## config.mk

```make
export PLATFORM = sky130hd
export DESIGN_NAME = puertos_salida
export DESIGN_NICKNAME = d
export VERILOG_FILES = /design/src/rtl/puertos_salida.sv
export SDC_FILE = /design/constraint.sdc
export NUM_CORES = 1
export LEC_CHECK = 0
export BUFFER_PORTS_ARGS = -buffer_cell sky130_fd_sc_hd__buf_2
export CORE_MARGIN = 2
export CORE_UTILIZATION = 30
export CTS_CLUSTER_DIAMETER = 40
export DETAILED_ROUTE_END_ITERATION = 10
export PLACE_DENSITY = 0.49
export SYNTH_ARGS = -nofsm -noshare
export SYNTH_HDL_FRONTEND = slang
export SYNTH_SLANG_ARGS = --single-unit
```

## constraint.sdc

```tcl
create_clock -name clk -period 2.2 [get_ports clk]
set_input_delay 0.11 -clock clk [delete_from_list [all_inputs] [get_ports clk]]
set_output_delay 0.11 -clock clk [all_outputs]
set_load 0.05 [all_outputs]
```

## src/rtl/puertos_salida.sv

```systemverilog
`timescale 1ns/1ps
// -----------------------------------------------------------------------------
// puertos_salida
// Output-port unit of the processor. The control unit writes a byte to one of
// four output ports (A..D) selected by a 2-bit address. Each port latches the
// byte and hands it to an external device over a four-phase req/ack handshake.
// A write that arrives while its port is still handshaking is dropped and
// recorded in a sticky per-port overflow flag.
//
// Ports
//   clk         processor clock, rising edge
//   reset       asynchronous, active-low reset
//   we_out      one-cycle write strobe
//   dir_out     port address: 0=A, 1=B, 2=C, 3=D
//   datos_in    byte to write
//   clr_ovf     clears every ovf bit (a simultaneous new overflow still sets)
//   ack[3:0]    external acknowledge, bit p = port p (asynchronous to clk)
//   datos_outA..datos_outD  port data registers
//   req[3:0]    data-valid request per port (registered)
//   busy[3:0]   handshake in progress per port (registered)
//   ovf[3:0]    sticky flag: a write to port p was dropped
// -----------------------------------------------------------------------------
module puertos_salida #(
  parameter int WIDTH    = 8,
  parameter int ACK_SYNC = 2   // synchroniser depth on ack: 0 or 2
) (
  input  logic             clk,
  input  logic             reset,
  input  logic             we_out,
  input  logic [1:0]       dir_out,
  input  logic [WIDTH-1:0] datos_in,
  input  logic             clr_ovf,
  input  logic [3:0]       ack,
  output logic [WIDTH-1:0] datos_outA,
  output logic [WIDTH-1:0] datos_outB,
  output logic [WIDTH-1:0] datos_outC,
  output logic [WIDTH-1:0] datos_outD,
  output logic [3:0]       req,
  output logic [3:0]       busy,
  output logic [3:0]       ovf
);

  typedef enum logic [1:0] {
    S_IDLE = 2'd0,
    S_REQ  = 2'd1,
    S_WAIT = 2'd2
  } portState_t;

  portState_t       state [4];
  logic [WIDTH-1:0] datos [4];
  logic [3:0]       ackS;      // ack after the synchroniser
  logic [3:0]       writeHit;  // write addressed to port p this cycle
  logic [3:0]       dropHit;   // write addressed to a port that is not idle

  // ---------------------------------------------------------------------------
  // ack synchroniser: the device runs on its own timing, so each ack bit passes
  // through ACK_SYNC flops before the FSMs look at it.
  // ---------------------------------------------------------------------------
  generate
    if (ACK_SYNC == 0) begin : g_noSync
      assign ackS = ack;
    end else begin : g_sync
      logic [3:0] syncFf [ACK_SYNC];

      always_ff @(posedge clk or negedge reset) begin
        if (!reset) begin
          for (int i = 0; i < ACK_SYNC; i++) syncFf[i] <= '0;
        end else begin
          syncFf[0] <= ack;
          for (int i = 1; i < ACK_SYNC; i++) syncFf[i] <= syncFf[i-1];
        end
      end

      assign ackS = syncFf[ACK_SYNC-1];
    end
  endgenerate

  // ---------------------------------------------------------------------------
  // Write decode. A write to a port in REQ or WAIT (including the last WAIT
  // cycle) is dropped and flagged.
  // ---------------------------------------------------------------------------
  always_comb begin
    // NOTE: every combinational output gets a default first so no latch is inferred.
    writeHit = '0;
    dropHit  = '0;
    for (int p = 0; p < 4; p++) begin
      writeHit[p] = we_out && (dir_out == 2'(p));
      dropHit[p]  = writeHit[p] && (state[p] != S_IDLE);
    end
  end

  // ---------------------------------------------------------------------------
  // Port FSMs, data registers and flags. req and busy are registered alongside
  // the state so they change on the same edge as the state they decode.
  // ---------------------------------------------------------------------------
  always_ff @(posedge clk or negedge reset) begin
    if (!reset) begin
      // NOTE: the data registers are real output ports that must read zero out of
      // reset, so they are reset here like any control flop.
      for (int p = 0; p < 4; p++) begin
        state[p] <= S_IDLE;
        datos[p] <= '0;
      end
      req  <= '0;
      busy <= '0;
      ovf  <= '0;
    end else begin
      // NOTE: sequential state uses non-blocking assignments only, so every
      // right-hand side below sees the values from before this edge.
      // Set beats clear: a new drop on p survives a simultaneous clr_ovf.
      ovf <= (clr_ovf ? 4'b0000 : ovf) | dropHit;

      for (int p = 0; p < 4; p++) begin
        case (state[p])
          S_IDLE: begin
            // An ack already high while idle is ignored here; the REQ state
            // then completes on the next edge.
            if (writeHit[p]) begin
              datos[p] <= datos_in;
              state[p] <= S_REQ;
              req[p]   <= 1'b1;
              busy[p]  <= 1'b1;
            end
          end
          S_REQ: begin
            if (ackS[p]) begin
              state[p] <= S_WAIT;
              req[p]   <= 1'b0;
            end
          end
          S_WAIT: begin
            if (!ackS[p]) begin
              state[p] <= S_IDLE;
              busy[p]  <= 1'b0;
            end
          end
          default: begin
            state[p] <= S_IDLE;
            req[p]   <= 1'b0;
            busy[p]  <= 1'b0;
          end
        endcase
      end
    end
  end

  assign datos_outA = datos[0];
  assign datos_outB = datos[1];
  assign datos_outC = datos[2];
  assign datos_outD = datos[3];

endmodule

```

==> qor.tcl <==
set qor(number_of_placed_i_o_pins) 62
set qor(crit-reg2reg-launch) {state[2]}
set qor(numCtsBuffers) 9
set qor(drt_first_pass_iters) 4
set qor(layout.filler_cells) 733
set qor(startpoint_type) {flip-flop}
set qor(r2r.worst_path.cells) 3
set qor(synthesis.yosys.warnings) 0
set qor(detail-route-antenna-nets) 0
set qor(ff_latch_area_sq_um) 1501
set qor(hold_violations) 0
set qor(hold_path.class) {primary input to flip-flop}
set qor(drive_gt1_frac) 0.4832
set qor(rsz_0062_raised_after_global_routing) {false}
set qor(drv.max_cap_violation_count) 0
set qor(min_period_over_period) 0.7591
set qor(die_w_microns) 91.34
set qor(max-slew-margin-rel) 0.4941
set qor(placementRows) 31
set qor(floorplan.die.height_microns) 91.34
set qor(outcome) {finished, final reports clean}
set qor(tritoncts) {built}
set qor(timing.setup.critical_path_class) {flip-flop to flip-flop}
set qor(placedCellCount) 316
set qor(ys_async_sr_fraction) 1.000
set qor(worstMarginPinSlew_ps) 758.9
set qor(arrival_ps) 1880
set qor(layout.cells.non_filler) 337
set qor(netlist_instances) 157
set qor(fp.dieArea_sq_um) 8343
set qor(grt_max_degree) 61
set qor(synth_edf_count) 0
set qor(final_nets) 251
set qor(rrSetupSlack_ps) 530
set qor(clock_insertion_delay_worst_skew_ps) 330
set qor(wl_per_cell_microns) 13.80
set qor(setup_viol) 0
set qor(post_cts_hold_buffer_count) 5
set qor(layout_commonest_cell) {buf_2}
set qor(final.min_clock_period_ps) 1670
set qor(synth_seq_area_share) 0.6561
set qor(timing.rr.end) {datos_outC[7]}
set qor(via_count_of_the_first_global_routing_pass) 1467
set qor(cp-startpoint) {state[2]}
set qor(crit_path_end) {datos_outC[7]}
set qor(route.vias.total) 1470
set qor(timing.critical_path.required_ps) 2410
set qor(gr_overflow_total) 0
set qor(resized_gates_after_cts) 0
set qor(clock_path_buffers) 2
set qor(postcts_setup_bufs) 0
set qor(synthToLayoutAreaGrowth_pct) 28.98
set qor(netlist.area_leader.share) 0.6561
set qor(dp_hpwl_microns) 3151
set qor(finalMaxSlewViolations) 0
set qor(port_buffers) 61
set qor(setup_tns_ps) 0
set qor(synth.net_count) 175
set qor(global_route_wire_length_before_repair_microns) 7721
set qor(floorplan.core_area_sq_um) 7331
set qor(final_cell_mix) {61 x buf_2, 60 x dfrtp_1, 34 x mux2_2}
set qor(static-leakage-power_nw) 1.356
set qor(synth_top_cell_by_area) {dfrtp_1}
set qor(cts.clk_slew.worst_paths_ps) 60
set qor(globalplace.congestion) 0.6951
set qor(grtUsageTotal) 0.1215
set qor(post_synth_main_area_contributors) {dfrtp_1 66%, mux2_2 17%, o21ai_0 2.2%}
set qor(initial_core_utilization) 0.3122
set qor(initial_antenna_violation_count) 0
set qor(timing.critical_path.to_type) {flip-flop}
set qor(multi_input_comb_area_sq_um) 745.7
set qor(dr.first_iter.drc_count) 51
set qor(detail_route.vias_per_cell) 4.362
set qor(remaining_drc_errors) 0
set qor(cts_sinks) 60
set qor(post_synth_instance_area_sq_um) 2288
set qor(postSynth.topFlopCell) {dfrtp_1}
set qor(fmax_mhz) 598.8
set qor(power.ir.vdd_worst_mv) 0.6557
set qor(clock_skew_ps) 7.227
set qor(detail_route.wirelength_microns) 4649
set qor(root_buffer) {clkbuf_8}
set qor(post_synth_num_cell_types) 22
set qor(power.density_nw_per_um2) 1299
set qor(synth-seq-cells) 60
set qor(cts-htree-levels) 3
set qor(syn_avg_cell_area_sq_um) 14.58
set qor(n_antenna_cell) 0
set qor(crit_path_max_fanout) 9
-- stage by stage --
| stage | power (mW) | cell area, sq um | util | hold WS (ps) | worst slack, ps |
|---|---|---|---|---|---|
| floorplan | 2.575 | 2288 | - | -185.6 | 648.4 |
| detailed placement | 2.935 | 2718 | 0.3707 | 219.9 | 489.9 |
| global route | 4.039 | 2952 | 0.4026 | 30.37 | 380.7 |
| finish | 3.834 | 2952 | 0.4026 | 26.07 | 529.9 |
| global placement | 2.929 | 2718 | 0.3707 | 219.2 | 536.0 |
| CTS | 3.906 | 2952 | 0.4026 | 10.97 | 484.5 |
-- cell type report --
| type | count | area share |
|---|---|---|
| Clock buffer | 11 | 0.04451 |
| Clock inverter | 5 | 0.01780 |
| Inverter | 9 | 0.01145 |
| Multi-Input combinational cell | 86 | 0.2526 |
| Sequential cell | 60 | 0.5087 |
| Tap cell | 99 | 0.04197 |
| Timing Repair Buffer | 67 | 0.1229 |
-- logic make-up (layout without fill, tap and decap cells) --
kind of cell / after synthesis / in the layout / share of synthesized area
buffers and inverters: 11 / 92 / 0.01804
DFF: 60 / 60 / 0.6561
xor gates and xnor gates: 4 / 4 / 0.01531
and+or+nand+nor: 30 / 30 / 0.09458
muxes: 34 / 34 / 0.1673
AOI/OAI and AO/OA: 18 / 18 / 0.04866
-- flip-flops by register name, indices dropped and copies added, names as in the netlist --
name and count:
state 8, req 4, datos_outA 8, g_sync.syncFf 4, ovf 4, ackS 4, busy 4, datos_outD 8
datos_outB 8, datos_outC 8
-- layer usage --
layer  global-route usage  up-vias  wire [microns]
li1                     -      707               -
met1               0.1669      697            2218
met2               0.1623       58            1943
met3              0.06473        8             430
met4              0.04167        0              56
met5                    0        -               0
-- worst min-delay path by stage --
stage               cells after the start               end  startpoint  slack, ps
floorplan                               0           ackS[0]       reset       -190
global placement                        1  g_sync.syncFf[7]      ack[3]        220
detailed placement                      1  g_sync.syncFf[5]      ack[1]        220
CTS                                     2            ovf[2]     clr_ovf         10
global route                            2            ovf[1]     clr_ovf         30
finish                                  2            ovf[2]     clr_ovf         30
-- worst max-delay path: stages, from the launching register on --
cell,delay (ps)
dfrtp_1,430
nand4bb_1,260
nor2_2,470
mux2_2,400
-- synth_stat cells, types with 2 or more instances --
library cell  instances
a311o_1               3
mux2_2               34
nand3b_1              2
nand2b_1              4
clkbuf_1              2
nor2_1                8
xor2_1                4
o22ai_1               2
nor2b_1               4
dfrtp_1              60
nor3_4                2
o21ai_0              10
inv_1                 9
and2_1                4
a21oi_1               2
-- where the power goes --
| group | switching [mW] | internal, mW | total (mW) |
|---|---|---|---|
| Sequential | 0.155 | 1.35 | 1.51 |
| Clock | 0.409 | 0.517 | 0.926 |
| Combinational | 1.04 | 0.365 | 1.40 |
| Total | 1.60 | 2.23 | 3.83 |
No activity file was read; power rests on OpenSTA's default activity.
